==> src/rtl/gray_pkg.sv <==
// gray_pkg: shared mode constants, Gray helper and pipeline segment arithmetic
package gray_pkg;
  localparam logic GRAY_TO_BIN = 1'b0;
  localparam logic BIN_TO_GRAY = 1'b1;
  typedef struct packed {
    int hi;
    int lo;
  } seg_t;
  function automatic logic [63:0] bin2gray(input logic [63:0] b);
    return b ^ (b >> 1);
  endfunction
  // Bits [hi:lo] resolved by stage k; hi < 0 means the stage only passes data through.
  function automatic seg_t seg_bounds(input int width, input int stages, input int k);
    int s;
    int lo;
    s = (width + stages - 1) / stages;
    lo = width - (k + 1) * s;
    seg_bounds.hi = width - 1 - k * s;
    seg_bounds.lo = lo < 0 ? 0 : lo;
  endfunction
endpackage

==> src/rtl/gray_pipe_stage.sv <==
// gray_pipe_stage: one register stage resolving its Gray segment, with ready/hold
module gray_pipe_stage
  import gray_pkg::*;
#(
  parameter int WIDTH = 8,
  parameter int STAGES = 2,
  parameter int STAGE_IDX = 0
) (
  input  logic             clk,
  input  logic             rst,
  input  logic             prev_valid,
  input  logic             prev_mode,
  input  logic [WIDTH-1:0] prev_data,
  input  logic             next_ready,
  output logic             ready,
  output logic             valid,
  output logic             mode,
  output logic [WIDTH-1:0] data
);
  localparam seg_t SEG = seg_bounds(WIDTH, STAGES, STAGE_IDX);
  logic [WIDTH-1:0] res;
  assign ready = !valid || next_ready;
  // Stage 0 does the whole binary->Gray; Gray->binary chains down through this segment using the resolved bit above it.
  always_comb begin
    res = prev_data;
    if (STAGE_IDX == 0 && prev_mode == BIN_TO_GRAY)
      res = WIDTH'(bin2gray(64'(prev_data)));
    else if (prev_mode == GRAY_TO_BIN)
      for (int i = WIDTH - 2; i >= 0; i--)
        if (i >= SEG.lo && i <= SEG.hi) res[i] = res[i] ^ res[i+1];
  end
  // Load from upstream whenever this stage can accept, otherwise hold.
  always_ff @(posedge clk or posedge rst) begin
    if (rst) begin
      valid <= 1'b0;
      mode  <= 1'b0;
      data  <= '0;
    end else if (ready) begin
      valid <= prev_valid;
      mode  <= prev_mode;
      data  <= res;
    end
  end
endmodule

==> src/rtl/gray_pipe_conv.sv <==
// gray_pipe_conv: pipelined Gray/binary converter with per-word direction and valid/ready
module gray_pipe_conv
  import gray_pkg::*;
#(
  parameter int WIDTH = 8,
  parameter int STAGES = 2
) (
  input  logic             clk,
  input  logic             rst,
  input  logic             in_valid,
  output logic             in_ready,
  input  logic [WIDTH-1:0] in_data,
  input  logic             in_mode,
  output logic             out_valid,
  input  logic             out_ready,
  output logic [WIDTH-1:0] out_data,
  output logic             out_mode
);
  logic [STAGES:0] v, m, r;
  logic [WIDTH-1:0] d [STAGES+1];
  assign v[0] = in_valid;
  assign m[0] = in_mode;
  assign d[0] = in_data;
  assign r[STAGES] = out_ready;
  assign in_ready = r[0];
  assign out_valid = v[STAGES];
  assign out_mode = m[STAGES];
  assign out_data = d[STAGES];
  for (genvar k = 0; k < STAGES; k++) begin : g_stage
    gray_pipe_stage #(.WIDTH(WIDTH), .STAGES(STAGES), .STAGE_IDX(k)) u_stage (
      .clk(clk),
      .rst(rst),
      .prev_valid(v[k]),
      .prev_mode(m[k]),
      .prev_data(d[k]),
      .next_ready(r[k+1]),
      .ready(r[k]),
      .valid(v[k+1]),
      .mode(m[k+1]),
      .data(d[k+1])
    );
  end
endmodule

==> config.mk <==
export PLATFORM = sky130hd
export DESIGN_NAME = gray_pipe_conv
export DESIGN_NICKNAME = d
export VERILOG_FILES = /design/src/rtl/gray_pkg.sv /design/src/rtl/gray_pipe_stage.sv /design/src/rtl/gray_pipe_conv.sv
export SDC_FILE = /design/constraint.sdc
export NUM_CORES = 1
export LEC_CHECK = 0
export CAP_MARGIN = 40
export CELL_PAD_IN_SITES_DETAIL_PLACEMENT = 1
export CELL_PAD_IN_SITES_GLOBAL_PLACEMENT = 1
export CORE_MARGIN = 2
export CORE_UTILIZATION = 32
export DETAILED_ROUTE_END_ITERATION = 10
export GPL_ROUTABILITY_DRIVEN = 0
export PLACE_DENSITY = 0.74
export RECOVER_POWER = 100
export SLEW_MARGIN = 10
export SYNTH_ARGS = -nofsm -noshare
export SYNTH_HDL_FRONTEND = slang
export SYNTH_SLANG_ARGS = --single-unit
==> constraint.sdc <==
create_clock -name clk -period 1.36 [get_ports clk]
set_input_delay 0.272 -clock clk [delete_from_list [all_inputs] [get_ports clk]]
set_output_delay 0.272 -clock clk [all_outputs]
set_load 0.1 [all_outputs]
==> results.toml, run 1 <==
[global_routing]
grt_usage = 0.148
grt_first_pass_wirelength_mm = 3.73
grt_pass1_vias = 838
grt-ovfl-total = 0
antenna_found_initial = 0
grt_max_degree = 21

[final_layout]
drive_gt1_frac = 0.294
antennaDiodeCount = 0
multi_input_area_um2 = 422
register_area_um2 = 504
nets = 150
final_cell_mix = "20 x nand2_1, 19 x dfrtp_1, 17 x buf_4"
layout_commonest_cell = "nand2_1"
fill_cells = 335
post-route-util = 0.498
areaGrowthSynthToFinish_pct = 51.5
finalInstanceArea_um2 = 1480

[logic_synthesis]
synth.area.top_cells = "dfrtp_1 51%, nand2_1 8.0%, xnor2_1 7.2%"
synth_nets = 114
synth.cell_area_um2 = 980
avgSynthCellArea_um2 = 9.70
netlist_instances = 101
ys_seq_area_frac = 0.511
yosysTopAreaCell = "dfrtp_1"
yosysUniqueCellTypes = 18
ys_warn_count = 0
netlist.area_leader.share = 0.511
ys_ff_latch = 20

[clocking]
cts_tree = "built"
ctsRootBufferMaster = "clkbuf_4"
clock_latency_ns = 0.31
htreeDepth = 1
numCtsBuffers = 3
cts_sinks = 20
clkTransAtPathRegs_ns = 0.12
clock_path_buffers = 2

[floorplan]
dieArea_um2 = 3520
core-area_um2 = 2980
die_w_um = 59.3
initial_core_util = 0.329
rows = 20
pin_count = 24
die_y_um = 59.3

[critical_path]
cp-startpoint = "g_stage[0].u_stage.data[2]$_DFFE_PP0P_"
r2r-start = "g_stage[0].u_stage.data[2]$_DFFE_PP0P_"
critical_path_class = "reg2reg"
end_kind = "register"
path_cells = "xnor3_2 -> xor2_1 -> or3_1 -> a31oi_1"
crit_arrival_ns = 1.71
worstSetupStartpointType = "register"
cp.required_ns = 1.60
path_max_fanout = 2
slowest_delay_ns = 0.42
cpMaxStageDelayCell = "dfrtp_1"

[status]
violations = "negative setup slack"
outcome = "complete, but fails checks"

[sta]
rsz0062_at_grt = "true"
setup_viol = 3
finalHoldViolations = 0
timing.fmax_mhz = 681
min_period_ns = 1.47
fin_skew_ns = 0.00716
report.final.slew_viol_count = 0
worst_slack_ns = -0.109
fin_crit_sh = 1.08
relSlewSlack = 0.665
whs_ns = 0.498
tightest_slew_ns = 0.502

[min_path]
hold_class = "in2async"

[route]
totalWireLength_mm = 2.18
drtIter0Drc = 11
remaining_drc_errors = 0
firstDrtPassIters = 4
vias_per_cell = 4.55
vias = 769
ant_nets = 0
wl_per_cell_um = 12.9

[placement]
io_buffer_count = 23
hpwl_mm = 1.70
dp_slack_ns = -0.191
place_area_um2 = 1410

[power_and_ir_drop]
power_density_nw_per_um2 = 1650
peakVddDrop_uv = 640
p_leak_nw = 0.681
power_mw = 2.45

[flow_run]
cap_violations = 0
-- per-stage QoR --
| stage | cells | setup TNS [ns] |
|---|---|---|
| floorplan | 101 | -1.46 |
| global placement | 160 | -1.36 |
| detailed placement | 160 | -1.85 |
| CTS | 169 | -0.265 |
| global route | 169 | -0.369 |
| finish | 169 | -0.235 |
-- state kept, by name (all words and copies together) (netlist names) --
| signal | count |
|---|---|
| g_stage.u_stage.data | 16 |
| g_stage.u_stage.mode | 2 |
| g_stage.u_stage.valid | 2 |
-- metal layers --
layer  global-route usage  vias to the layer above  wire, µm
li1                     -                      381         -
met1                0.166                      365       836
met2                0.261                       19      1210
met3               0.0262                        4        85
met4               0.0877                        0        42
met5                    0                        -         0
-- synth_stat cells --
master	number
xor2_1	6
a21oi_1	8
o21ai_0	1
nor2_1	12
xnor3_2	1
mux2_2	2
a31oi_1	1
nand2b_1	3
nand2_1	21
buf_4	8
or3_1	1
nor2b_1	3
mux2_1	1
clkbuf_1	3
dfrtp_1	20
inv_1	1
xnor2_1	8
o21ai_1	1
-- timing repair --
action,CTS,global route
hold endpoints to repair,0,0
gates cloned,0,0
setup endpoints to repair,2,4
setup buffers,5,0
pin swaps,3,2
resized for setup,3,0
hold buffers,0,0
-- critical path, delay by kind of cell (launching register included) --
family / cells / cell delay [ns]
and+or+nand+nor: 1 / 0.31
DFF: 1 / 0.42
AOI/OAI and AO/OA: 1 / 0.13
xor gates and xnor gates: 2 / 0.55
-- area by class of cell --
type,count,area share
Timing Repair Buffer,42,0.321
Tap cell,33,0.0278
Inverter,1,0.00253
Clock buffer,4,0.0245
Sequential cell,20,0.340
Multi-Input combinational cell,69,0.284
-- worst paths after layout --
check	end	slack (ns)	cells after the start
min in group clk	g_stage[1].u_stage.data[6]$_DFFE_PP0P_	0.51	2
max in group asynchronous	g_stage[1].u_stage.valid$_DFFE_PP0P_	0.49	3
max reg2reg	g_stage[1].u_stage.data[0]$_DFFE_PP0P_	-0.11	4
min	g_stage[1].u_stage.mode$_DFFE_PP0P_	0.50	3
min reg2reg	g_stage[1].u_stage.data[6]$_DFFE_PP0P_	0.51	2
max	g_stage[1].u_stage.data[0]$_DFFE_PP0P_	-0.11	4
-- power by group --
group	internal, mW	switching [mW]
clock network	0.164	0.191
logic	0.524	0.753
registers	0.706	0.108
total	1.39	1.05
-- cell families after synthesis --
logic type | count (synthesis) | synth area share
AO/OA/AOI/OAI | 11 | 0.0575
XOR/XNOR | 15 | 0.149
buffers and inverters | 12 | 0.0766
flip-flops | 20 | 0.511
multiplexers | 3 | 0.0345
AND/OR/NAND/NOR | 40 | 0.171
Note: power is estimated with default switching activity, not from simulation.
==> run 2, diff against run 1 <==
--- a/config.mk
+++ b/config.mk
@@ -5,6 +5,7 @@
 export SDC_FILE = /design/constraint.sdc
 export NUM_CORES = 1
 export LEC_CHECK = 0
+export ABC_AREA = 1
 export CAP_MARGIN = 40
 export CELL_PAD_IN_SITES_DETAIL_PLACEMENT = 1
 export CELL_PAD_IN_SITES_GLOBAL_PLACEMENT = 1
@@ -12,8 +13,9 @@
 export CORE_UTILIZATION = 32
 export DETAILED_ROUTE_END_ITERATION = 10
 export GPL_ROUTABILITY_DRIVEN = 0
-export PLACE_DENSITY = 0.74
+export PLACE_DENSITY = 0.75
 export RECOVER_POWER = 100
+export SETUP_SLACK_MARGIN = 0.3
 export SLEW_MARGIN = 10
 export SYNTH_ARGS = -nofsm -noshare
 export SYNTH_HDL_FRONTEND = slang
==> run 2 against run 1 <==
  * The run still ends with negative setup slack left
  * Cell area up 13%
  * Flip-flop and latch count unchanged
  * Clock-buffer cell count unchanged
  * Sequential share of layout area down 3.9 points
  * Via count up 21%
  * Sequential power about the same
  * Synthesized cell count up 18%
  * Critical path depth unchanged
  * Critical endpoint is now in_ready
  * Largest power group unchanged
  * Highest routed layer unchanged
==> results.toml, run 2 <==
[power_and_ir_drop]
power_mw = 2.48
power_density_nw_per_um2 = 1480
p_leak_nw = 0.818
peakVddDrop_uv = 367

[final_layout]
reg_top3 = "g_stage.u_stage.data x16, g_stage.u_stage.mode x2, g_stage.u_stage.valid x2"
final_cell_mix = "41 x nand2_1, 21 x buf_4, 18 x dfrtp_1"
finalInstanceArea_um2 = 1680
layout_commonest_cell = "nand2_1"
post-route-util = 0.554
areaGrowthSynthToFinish_pct = 66.0
antennaDiodeCount = 0
multi_input_area_um2 = 420
fill_cells = 343
register_area_um2 = 505
largest_reg_flops = 16
nets = 178
drive_gt1_frac = 0.354
largest_register = "g_stage.u_stage.data"

[sta]
fin_crit_sh = 1.09
setup_viol = 9
report.final.slew_viol_count = 0
timing.fmax_mhz = 677
finalHoldViolations = 0
tightest_slew_ns = 0.510
min_period_ns = 1.48
relSlewSlack = 0.660
fin_skew_ns = 0.00363
whs_ns = 0.510
worst_slack_ns = -0.117
rsz0062_at_grt = "true"

[route]
ant_nets = 0
wl_per_cell_um = 13.8
vias = 933
vias_per_cell = 4.49
remaining_drc_errors = 0
firstDrtPassIters = 4
totalWireLength_mm = 2.87
drtIter0Drc = 12

[global_routing]
grt-ovfl-total = 0
grt_first_pass_wirelength_mm = 4.15
grt_pass1_vias = 992
grt_usage = 0.153
antenna_found_initial = 0
grt_max_degree = 21

[logic_synthesis]
synth-edff-count = 0
synthTopCellsByCount = "43 x nand2_1, 20 x dfrtp_1, 9 x inv_1, 9 x nand3_1, 8 x buf_4"
synthArstFlopShare = 1.00
synth_most_common_cell = "nand2_1"
yosys_most_used_dff = "dfrtp_1"
ys_seq_area_frac = 0.495
yosysTopAreaCell = "dfrtp_1"
synth_nets = 132
synthAdderAreaFrac = 0
yosys.area_share.simple = 0.255
netlist.area_leader.share = 0.495
synth_xor_area_frac = 0.0693
synth.cell_area_um2 = 1010
ys_warn_count = 0
ys_ff_latch = 20
synthMuxAreaShare = 0
avgSynthCellArea_um2 = 8.50
synth.area.top_cells = "dfrtp_1 50%, nand2_1 16%, buf_4 5.9%"
netlist_instances = 119
synth-compound-area-share = 0.0582
synth_top_family_by_area = "simple AND/OR/NAND/NOR gates"
yosysUniqueCellTypes = 18

[status]
outcome = "complete, but fails checks"
violations = "negative setup slack"

[clocking]
ctsRootBufferMaster = "clkbuf_4"
cts_tree = "built"
cts_hold_buf = 0
clkTransAtPathRegs_ns = 0.12
cts_sinks = 20
clock_latency_ns = 0.31
numCtsBuffers = 3
htreeDepth = 1
clock_path_buffers = 2

[placement]
io_buffer_count = 23
place_area_um2 = 1450
dp_slack_ns = -0.224
hpwl_mm = 1.70

[min_path]
hold_class = "in2async"

[critical_path]
critical_path_class = "reg2out"
reg2reg_slack_ns = -0.04
path_max_fanout = 2
worstSetupStartpointType = "register"
cp.required_ns = 1.09
crit_arrival_ns = 1.21
end_kind = "primary output"

[floorplan]
pin_count = 24
die_y_um = 60.2
die_w_um = 60.2
initial_core_util = 0.334
core-area_um2 = 3030
dieArea_um2 = 3620
rows = 20

[flow_run]
cap_violations = 0
==> run 2: changes by cell type after synthesis, sizes merged, moves of 5 or more <==
cell   before  now
nand2      21   44
inv         1   11
nand3       0    9
nor2       12    3
a21oi       8    0
o21ai       2    9
xnor2       8    3
==> run 2: area by class of cell <==
type / instances / share of cell area
Sequential cell: 20 / 0.301
Inverter: 11 / 0.0336
Timing Repair Buffer: 50 / 0.355
Multi-Input combinational cell: 78 / 0.251
Timing Repair inverter: 1 / 0.00522
Clock buffer: 4 / 0.0216
Tap cell: 44 / 0.0328
==> run 2: stage by stage <==
stage               TNS (ns)  std cells
finish                -0.333        208
global route           -1.31        208
CTS                  -0.0921        201
detailed placement     -1.52        187
global placement      -0.846        187
floorplan             -0.677        119
==> run 2: layer usage <==
layer / global-route usage / wire [µm]
met2: 0.295 / 1600
met4: 0.0730 / 83
met1: 0.169 / 1100
met3: 0.00649 / 80
met5: 0 / 0
==> run 2: path summary, 6_finish.rpt <==
check | start | to | cells after the start
max in group asynchronous | rst | g_stage[1].u_stage.valid$_DFFE_PP0P_ | 3
worst max register to register | g_stage[1].u_stage.valid$_DFFE_PP0P_ | g_stage[1].u_stage.data[2]$_DFFE_PP0P_ | 8
min in group clk | g_stage[0].u_stage.data[0]$_DFFE_PP0P_ | g_stage[0].u_stage.data[0]$_DFFE_PP0P_ | 2
worst min-delay path | rst | g_stage[1].u_stage.data[4]$_DFFE_PP0P_ | 3
worst min register to register | g_stage[0].u_stage.data[0]$_DFFE_PP0P_ | g_stage[0].u_stage.data[0]$_DFFE_PP0P_ | 2
worst max-delay path | g_stage[1].u_stage.valid$_DFFE_PP0P_ | in_ready | 4
==> run 2: kinds of logic (layout without fill, tap and decap cells) <==
logic type	count (synthesis)	in the layout
AND/OR/NAND/NOR	59	59
buffers and inverters	21	66
flip-flops	20	20
AO/OA/AOI/OAI	11	11
XOR/XNOR	8	8
==> run 2: critical path, stage by stage (launching register included) <==
cell and delay [ns]:
dfrtp_4 0.45, inv_4 0.04, nor2_4 0.16, nand2_8 0.07
buf_12 0.17
==> run 2: report_power, final <==
part           total [mW]  switching [mW]  internal, mW  leakage (nW)
Clock               0.366           0.203         0.164        0.0210
Combinational        1.29           0.765         0.530         0.562
Sequential          0.815           0.114         0.701         0.235
==> run 2: timing repair <==
action                                  in CTS  in global routing
resized for setup                            5                 10
gates cloned                                 0                  1
setup buffers                               10                  6
pin swaps                                    4                  0
endpoints found under the setup margin      30                 31
==> run 3, diff against run 2 <==
--- a/config.mk
+++ b/config.mk
@@ -5,15 +5,15 @@
 export SDC_FILE = /design/constraint.sdc
 export NUM_CORES = 1
 export LEC_CHECK = 0
-export ABC_AREA = 1
 export CAP_MARGIN = 40
 export CELL_PAD_IN_SITES_DETAIL_PLACEMENT = 1
 export CELL_PAD_IN_SITES_GLOBAL_PLACEMENT = 1
 export CORE_MARGIN = 2
 export CORE_UTILIZATION = 32
+export CTS_CLUSTER_SIZE = 20
 export DETAILED_ROUTE_END_ITERATION = 10
 export GPL_ROUTABILITY_DRIVEN = 0
-export PLACE_DENSITY = 0.75
+export PLACE_DENSITY = 0.74
 export RECOVER_POWER = 100
 export SETUP_SLACK_MARGIN = 0.3
 export SLEW_MARGIN = 10
==> run 3 against run 2 <==
  * The flow still finishes with violations (negative setup slack)
  * Wire length down 8.6%
  * Clock-buffer cell count unchanged
  * Core utilization down 4.3 points
  * Sequential share of layout area up 3.1 points
  * Critical path depth unchanged
  * Largest cell class is now multi-input gates
==> results.toml, run 3 (synthesis results as in run 1) <==
[route]
m1WireLength_mm = 1.03
drtIter0Drc = 15
route.met2.wl_mm = 1.45
vias_per_cell = 4.69
ant_nets = 0
totalWireLength_mm = 2.62
top_layer_used = "met4"
remaining_drc_errors = 0
vias = 816
met3_length_um = 78
wl_per_cell_um = 15.1
firstDrtPassIters = 3

[global_routing]
antenna_found_initial = 0
grt_usage = 0.161
grt_max_degree = 21
grt_pass1_vias = 876
grt-ovfl-total = 0
grt_first_pass_wirelength_mm = 4.06

[sta]
worst_slack_ns = -0.207
rsz0062_at_grt = "true"
setup_viol = 5
tightest_slew_ns = 0.501
timing.fmax_mhz = 638
report.final.slew_viol_count = 0
relSlewSlack = 0.666
fin_crit_sh = 1.15
min_period_ns = 1.57
finalHoldViolations = 0
fin_skew_ns = 0.00796

[min_path]
hold_class = "reg2reg"

[critical_path]
cpMaxStageDelayCell = "xnor3_2"
path_max_fanout = 2
cp.required_ns = 1.60
worstSetupStartpointType = "register"
path_cells = "xnor3_2 -> xor2_1 -> or3_1 -> a31oi_1"
crit_arrival_ns = 1.81
crit_family = "XOR/XNOR gates"
reg2reg_slack_ns = -0.21
critical_path_class = "reg2reg"
cp_num_buf_inv = 0
slowest_delay_ns = 0.45
end_kind = "register"

[power_and_ir_drop]
power_density_nw_per_um2 = 1550
power_mw = 2.36
p_leak_nw = 0.699
peakVddDrop_uv = 533

[clocking]
clkTransAtPathRegs_ns = 0.11
numCtsBuffers = 3
cts_hold_buf = 0
clock_path_buffers = 2
cts_tree = "built"
cts_sinks = 20
ctsRootBufferMaster = "clkbuf_4"
htreeDepth = 1
clock_latency_ns = 0.31

[final_layout]
post-route-util = 0.511
drive_gt1_frac = 0.447
final_cell_mix = "20 x buf_4, 18 x dfrtp_1, 16 x nand2_1"
antennaDiodeCount = 0
fill_cells = 338
largest_reg_flops = 16
largest_register = "g_stage.u_stage.data"
nets = 155
finalInstanceArea_um2 = 1520
areaGrowthSynthToFinish_pct = 55.3
reg_top3 = "g_stage.u_stage.data x16, g_stage.u_stage.mode x2, g_stage.u_stage.valid x2"
layout_commonest_cell = "buf_4"

[flow_run]
cap_violations = 0

[floorplan]
initial_core_util = 0.329
die_y_um = 59.3
die_w_um = 59.3
core-area_um2 = 2980
pin_count = 24
rows = 20
dieArea_um2 = 3520

[placement]
hpwl_mm = 1.60
place_area_um2 = 1420
io_buffer_count = 23

[status]
violations = "negative setup slack"
outcome = "complete, but fails checks"
run 3: final timing paths:
kind                            cells past startpoint                              startpoint                                      to
max in group asynchronous                           3                                     rst    g_stage[1].u_stage.valid$_DFFE_PP0P_
min in group asynchronous                           3                                     rst    g_stage[1].u_stage.valid$_DFFE_PP0P_
worst min-delay path                                2  g_stage[1].u_stage.data[3]$_DFFE_PP0P_  g_stage[1].u_stage.data[3]$_DFFE_PP0P_
worst min register to register                      2  g_stage[1].u_stage.data[3]$_DFFE_PP0P_  g_stage[1].u_stage.data[3]$_DFFE_PP0P_
worst max register to register                      4  g_stage[0].u_stage.data[3]$_DFFE_PP0P_  g_stage[1].u_stage.data[0]$_DFFE_PP0P_
worst max-delay path                                4  g_stage[0].u_stage.data[3]$_DFFE_PP0P_  g_stage[1].u_stage.data[0]$_DFFE_PP0P_
run 3: area by class of cell:
cell class                 count  area (µm²)  area share
clock buffer                   4        26.3      0.0173
timing repair buffer          47         428       0.281
tap                           33        41.3      0.0271
sequential                    20         505       0.332
multi-input combinational     69         517       0.340
inverter                       1        3.75     0.00247
run 3: power by group:
| part | internal [mW] | switching, mW | leakage, nW | total (mW) |
|---|---|---|---|---|
| combinational | 0.443 | 0.824 | 0.455 | 1.27 |
| clock | 0.115 | 0.188 | 0.0150 | 0.303 |
| sequential | 0.706 | 0.0825 | 0.229 | 0.789 |
run 3: timing repair:
action,4_1_cts,5_1_grt
resized for setup,29,14
setup buffers,3,6
setup endpoints to repair,31,30
pin swaps,3,11
run 3: layer usage:
| metal | track usage | vias up |
|---|---|---|
| li1 | - | 388 |
| met1 | 0.169 | 400 |
| met2 | 0.305 | 23 |
| met3 | 0.0131 | 5 |
| met4 | 0.0974 | 0 |
| met5 | 0 | - |
run 3: worst min-delay path, delay by kind of cell (launching register included):
family | cells | cell delay, ns
AO/OA/AOI/OAI | 1 | 0.06
flip-flops | 1 | 0.35
AND/OR/NAND/NOR | 1 | 0.05
run 3: metrics by stage:
step / cells / TNS [ns] / hold slack, ns / setup slack, ns
detailed placement: 161 / -1.91 / 0.475 / -0.212
floorplan: 101 / -1.44 / 0.236 / -0.176
finish: 174 / -0.414 / 0.495 / -0.207
global route: 174 / -0.947 / 0.521 / -0.252
global placement: 161 / -1.63 / 0.463 / -0.204
CTS: 168 / -0.318 / 0.292 / -0.181
